## config.mk

```make
export PLATFORM = sky130hd
export DESIGN_NAME = scan_chain_ctrl
export DESIGN_NICKNAME = d
export VERILOG_FILES = /design/src/rtl/scan_ctrl_pkg.sv /design/src/rtl/scan_beat_counter.sv /design/src/rtl/scan_chain_ctrl.sv
export SDC_FILE = /design/constraint.sdc
export NUM_CORES = 1
export LEC_CHECK = 0
export CORE_MARGIN = 1
export CORE_UTILIZATION = 33
export DETAILED_ROUTE_END_ITERATION = 10
export DONT_BUFFER_PORTS = 1
export GPL_ROUTABILITY_DRIVEN = 0
export PLACE_DENSITY = 0.44
export REMOVE_ABC_BUFFERS = 1
export SYNTH_ARGS = -nofsm -noshare
export SYNTH_HDL_FRONTEND = slang
export SYNTH_SLANG_ARGS = --single-unit
```

## constraint.sdc

```tcl
create_clock -name clk -period 2 [get_ports clk]
set_input_delay 0.2 -clock clk [delete_from_list [all_inputs] [get_ports clk]]
set_output_delay 0.2 -clock clk [all_outputs]
set_load 0.01 [all_outputs]
```

## src/rtl/scan_ctrl_pkg.sv

```systemverilog
// Shared types and helpers for the scan chain controller.
// Holds the pass state encoding and the counter width derivation.
package scan_ctrl_pkg;

  typedef enum logic [2:0] {
    S_IDLE    = 3'd0,
    S_LOAD    = 3'd1,
    S_CAPTURE = 3'd2,
    S_UNLOAD  = 3'd3,
    S_DONE    = 3'd4
  } scan_state_t;

  // Wide enough to hold CHAIN_LEN itself, so saturating counts fit too.
  function automatic int cnt_width(input int chain_len);
    return $clog2(chain_len + 1);
  endfunction

endpackage

```

## src/rtl/scan_beat_counter.sv

```systemverilog
// Beat counter shared by LOAD and UNLOAD: loadable, wraps to 0 after the
// beat at CHAIN_LEN-1, and flags that final beat with last.
module scan_beat_counter
  import scan_ctrl_pkg::*;
#(
  parameter int CHAIN_LEN = 64,
  parameter int CNT_W     = cnt_width(CHAIN_LEN)
) (
  input  logic             clk,
  input  logic             rst_n,
  input  logic             load,
  input  logic [CNT_W-1:0] load_val,
  input  logic             inc,
  output logic [CNT_W-1:0] cnt,
  output logic             last
);

  logic [CNT_W-1:0] cnt_d, cnt_q;

  assign last = (cnt_q == CNT_W'(CHAIN_LEN - 1));
  assign cnt  = cnt_q;

  always_comb begin
    cnt_d = cnt_q;
    if (load) begin
      cnt_d = load_val;
    end else if (inc) begin
      cnt_d = last ? '0 : cnt_q + CNT_W'(1);
    end
  end

  always_ff @(posedge clk or negedge rst_n) begin
    if (!rst_n) begin
      cnt_q <= '0;
    end else begin
      cnt_q <= cnt_d;
    end
  end

endmodule

```

## src/rtl/scan_chain_ctrl.sv

```systemverilog
// Scan pass sequencer: LOAD a pattern via SI, optional CAPTURE edge, UNLOAD via
// SO with masked compare; reports fail, error count and first failing beat.
module scan_chain_ctrl
  import scan_ctrl_pkg::*;
#(
  parameter int CHAIN_LEN = 64,
  parameter int CNT_W     = cnt_width(CHAIN_LEN)
) (
  input  logic             clk,
  input  logic             global_resetn,
  input  logic             start,
  input  logic             capture_en,
  input  logic             in_valid,
  output logic             in_ready,
  input  logic             in_data,
  input  logic             in_mask,
  output logic             scan_mode,
  output logic             scan_en,
  output logic             chain_ce,
  output logic             chain_si,
  input  logic             chain_so,
  output logic             busy,
  output logic             done,
  output logic             fail,
  output logic [CNT_W-1:0] err_count,
  output logic [CNT_W-1:0] first_fail_idx
);

  // Host stream handshake: a beat transfers on any cycle where in_valid and
  // in_ready are both high; in_ready depends only on state, never on in_valid.

  scan_state_t      state_d, state_q;
  logic             cap_d, cap_q;
  logic             fail_d, fail_q;
  logic [CNT_W-1:0] err_d, err_q;
  logic [CNT_W-1:0] idx_d, idx_q;
  logic             scan_mode_d, scan_mode_q;
  logic             scan_en_d, scan_en_q;
  logic             busy_d, busy_q;
  logic             done_d, done_q;

  logic             start_acc;
  logic             beat;
  logic             mismatch;
  logic [CNT_W-1:0] cnt;
  logic             cnt_last;

  assign start_acc = (state_q == S_IDLE) && start;
  assign beat      = in_ready && in_valid;
  assign mismatch  = (state_q == S_UNLOAD) && beat && !in_mask && (chain_so != in_data);

  scan_beat_counter #(
    .CHAIN_LEN (CHAIN_LEN),
    .CNT_W     (CNT_W)
  ) u_cnt (
    .clk      (clk),
    .rst_n    (global_resetn),
    .load     (start_acc),
    .load_val ('0),
    .inc      (beat),
    .cnt      (cnt),
    .last     (cnt_last)
  );

  always_ff @(posedge clk or negedge global_resetn) begin
    if (!global_resetn) begin
      state_q <= S_IDLE;
    end else begin
      state_q <= state_d;
    end
  end

  always_comb begin
    state_d = state_q;
    case (state_q)
      S_IDLE:    if (start) state_d = S_LOAD;
      S_LOAD:    if (beat && cnt_last) state_d = cap_q ? S_CAPTURE : S_UNLOAD;
      S_CAPTURE: state_d = S_UNLOAD;
      S_UNLOAD:  if (beat && cnt_last) state_d = S_DONE;
      S_DONE:    state_d = S_IDLE;
      default:   state_d = S_IDLE;
    endcase
  end

  // Combinational chain controls from the current state; registered status
  // outputs are decoded from the next state so they line up with state_q.
  always_comb begin
    in_ready    = (state_q == S_LOAD) || (state_q == S_UNLOAD);
    chain_ce    = (in_ready && in_valid) || (state_q == S_CAPTURE);
    chain_si    = (state_q == S_LOAD) ? in_data : 1'b0;
    scan_mode_d = (state_d == S_LOAD) || (state_d == S_CAPTURE) || (state_d == S_UNLOAD);
    busy_d      = scan_mode_d;
    scan_en_d   = (state_d == S_LOAD) || (state_d == S_UNLOAD);
    done_d      = (state_d == S_DONE);
  end

  always_comb begin
    cap_d  = cap_q;
    fail_d = fail_q;
    err_d  = err_q;
    idx_d  = idx_q;
    if (start_acc) begin
      cap_d  = capture_en;
      fail_d = 1'b0;
      err_d  = '0;
      idx_d  = '0;
    end else if (mismatch) begin
      fail_d = 1'b1;
      err_d  = (err_q == '1) ? err_q : err_q + CNT_W'(1);
      if (!fail_q) idx_d = cnt;
    end
  end

  always_ff @(posedge clk or negedge global_resetn) begin
    if (!global_resetn) begin
      cap_q       <= 1'b0;
      fail_q      <= 1'b0;
      err_q       <= '0;
      idx_q       <= '0;
      scan_mode_q <= 1'b0;
      scan_en_q   <= 1'b0;
      busy_q      <= 1'b0;
      done_q      <= 1'b0;
    end else begin
      cap_q       <= cap_d;
      fail_q      <= fail_d;
      err_q       <= err_d;
      idx_q       <= idx_d;
      scan_mode_q <= scan_mode_d;
      scan_en_q   <= scan_en_d;
      busy_q      <= busy_d;
      done_q      <= done_d;
    end
  end

  assign scan_mode      = scan_mode_q;
  assign scan_en        = scan_en_q;
  assign busy           = busy_q;
  assign done           = done_q;
  assign fail           = fail_q;
  assign err_count      = err_q;
  assign first_fail_idx = idx_q;

endmodule

```

==> results.json <==
{
  "synth.lib_cells_used.distinct": 37,
  "dieHeight_um": 67.17,
  "critical_path_s_top_delay_family": "simple AND/OR/NAND/NOR gates",
  "pwr_density_cell_nw_per_um2": 871.7,
  "p_total_mw": 1.395,
  "reg2reg_setup_slack_ns": 0.27,
  "grt_start_max_net_pins": 30,
  "drt_first_pass_iters": 4,
  "postSynth.topFlopCell": "dfrtp_1",
  "final_worst_path_period_need_ns": 1.731,
  "first_pass_grt_wire_length_mm": 4.961,
  "insertion_delay_ns": 0.28,
  "r2r_start": "state_q[1]",
  "relSlewSlack_pct": 69.70,
  "number_of_buffers_added_by_the_clock_tree_synthesis_step": 5,
  "grt_antenna_before_repair": 0,
  "crit_slowest_cell": "dfrtp_1",
  "cp-end-kind": "flip-flop",
  "worst_setup_hold_path_clk_slew_ns": 0.06,
  "critPathLaunchType": "flip-flop",
  "start_util_pct": 34.78,
  "timing.setup.tns_ns": 0,
  "worst_r2r_endpoint": "err_count[3]",
  "static_leakage_nw": 0.6839,
  "placement.io_buffers": 0,
  "cts_setup_buffers": 0,
  "post_synth_mux_area_share_pct": 1.429,
  "holdCritPathClass": "input port to flip-flop",
  "core.rowCount": 23,
  "report.final.slew_viol_count": 0,
  "period_share_pct": 86.54,
  "finalNetCount": 160,
  "synthAdderAreaFrac_pct": 1.786,
  "cts.htree.levels": 2,
  "via_count": 1044,
  "synth_cells": 143,
  "grt_setup_unrepaired": "false",
  "die_area_um2": 4511,
  "critPathMaxFanout": 10,
  "max_capacitance_violation_count": 0,
  "postRouteAntennaNets": 0,
  "min-delay-start": "capture_en",
  "synth_seq_cells": 29,
  "setup_failing_eps_final": 0,
  "ff2ff_path_depth": 4,
  "antennaDiodeCount": 0,
  "hold_end": "cap_q",
  "vdd.ir_drop.worst_uv": 413.3,
  "cts_tree": "done",
  "cp_data_arrival_time_ns": 1.90,
  "crit_buf_inv": 0,
  "layout-area-overhead-vs-synth_pct": 14.20,
  "remaining_drc_errors": 0,
  "die_w_um": 67.17,
  "via_count_of_the_first_global_routing_pass": 1038,
  "placement.cell_area_um2": 1469,
  "synthSimpleGateAreaFrac_pct": 27.50,
  "grt_usage_pct": 15.33,
  "synth-compound-area-share_pct": 12.32,
  "seq_area_frac_synth_pct": 51.79,
  "number_of_clock_sinks": 29,
  "synthArstFlopShare_pct": 100.0,
  "first_iter_violations": 47,
  "yosysWarningCount": 0,
  "minimum_hold_slack_ns": 0.02653,
  "synthesis.area_per_instance_um2": 9.800,
  "path_cells": "nand2b_1 > or3_1 > o31a_1 > o21a_1",
  "synth_top_family_by_area": "simple AND/OR/NAND/NOR gates",
  "timing.critical_path.slowest_cell_delay_ns": 0.50,
  "tightest_slew_ns": 0.4507,
  "layout.cell_area.non_filler_um2": 1600,
  "holdPathStages": 2,
  "syn-cell-area_um2": 1401,
  "drt-wirelength-per-cell_um": 14.77,
  "synth_xor_area_share_pct": 1.875,
  "cts_root_buffer": "clkbuf_8",
  "synth_edf_count": 0,
  "grt-ovfl-total": 0,
  "drt-total-wl_mm": 2.968,
  "final_layout_size_suffix_gt1_share_pct": 14.57,
  "dpl.hpwl_mm": 2.185,
  "cts-hold-fix-buffers": 2,
  "worstPathRequired_ns": 2.17,
  "run_status": "complete, no violations",
  "max_clock_freq_mhz": 577.8,
  "cts-root-to-sink-buffers": 2,
  "via_per_inst": 5.194,
  "fin_skew_ns": 0.005390,
  "path_type_of_the_worst_setup_path": "flip-flop to flip-flop",
  "postCtsResizedCells": 0,
  "floorplan.core_area_um2": 4029,
  "io_pins": 30,
  "report.final.hold_viol_count": 0
}
==> where the power goes <==
part	switching [mW]	internal, mW	total [mW]	leakage [nW]
clock network	0.223	0.310	0.533	0.0542
registers	0.0773	0.645	0.723	0.378
logic	0.0747	0.0644	0.139	0.252
==> synthesized netlist by cell type, types with 3 or more instances <==
master   number  area, um2
dfrtp_1      29      725.7
nand2_1      26      97.59
nor2_1       10      37.54
o21ai_0      10      50.05
nand3_1       8      40.04
a21oi_1       6      30.03
nor3_1        5      25.02
buf_2         4      20.02
or3_1         4      25.02
a31oi_1       3      18.77
nor4_2        3      37.54
==> final cells by class <==
| type | instances | area, um2 |
|---|---|---|
| clock buffer | 7 | 96.34 |
| clock inverter | 1 | 5.005 |
| fill | 411 | 2429 |
| tap | 50 | 62.56 |
| timing repair buffer | 8 | 75.07 |
| multi-input combinational | 106 | 635.6 |
| sequential | 29 | 725.7 |
==> worst max path at each step <==
stage | start | endpoint | slack [ns] | cells after the start
6_report | state_q[1] | err_count[3] | 0.27 | 4
5_1_grt | state_q[1] | err_count[5] | 0.13 | 4
4_1_cts | state_q[1] | err_count[3] | 0.26 | 4
3_5_place_dp | state_q[1] | err_count[3] | 0.26 | 4
3_3_place_gp | state_q[1] | err_count[2] | 0.30 | 4
2_1_floorplan | state_q[1] | err_count[2] | 0.02 | 3
==> sequential cells by signal, summed over array words and instances (netlist names) <==
register / flops
first_fail_idx: 7
u_cnt.cnt: 7
busy: 1
done: 1
cap_q: 1
state_q: 3
scan_en: 1
err_count: 7
fail: 1
==> per-layer routing <==
metal  vias up  track usage [%]  share of wire [%]
li1        518                -                  -
met1       493            20.13                 46
met2        27            21.38                 45
met3         6            6.757                6.3
met4         0            7.181                2.0
met5         -                0                  0
==> metrics by stage <==
stage	setup slack (ns)	util (%)	instances
floorplan	0.01512	-	135
global placement	0.2997	36.46	191
detailed placement	0.2553	36.46	191
CTS	0.2563	39.72	201
global route	0.1285	39.72	201
finish	0.2693	39.72	201
==> logic make-up after synthesis <==
| kind of cell | count (synthesis) |
|---|---|
| xor gates and xnor gates | 3 |
| adders and majority gates | 2 |
| and+or+nand+nor | 71 |
| AOI/OAI and AO/OA | 28 |
| DFF | 29 |
| buffers and inverters | 8 |
| muxes | 2 |
==> layout by cell type, fill, tap and decap left out, types with 2 or more instances in the layout <==
master	n
nand2_1	26
buf_4	6
dfrtp_1	29
and3b_1	2
nor4_2	3
or3_1	4
a31oi_1	3
mux2i_1	2
ha_1	2
nor3_1	5
nand2b_1	2
a21oi_1	6
nor2_1	10
xnor2_1	2
and3_1	2
o21ai_0	10
nand3_1	8
o21a_1	2
and2_1	2
clkbuf_8	7
Power figures use the tool's default switching activity.
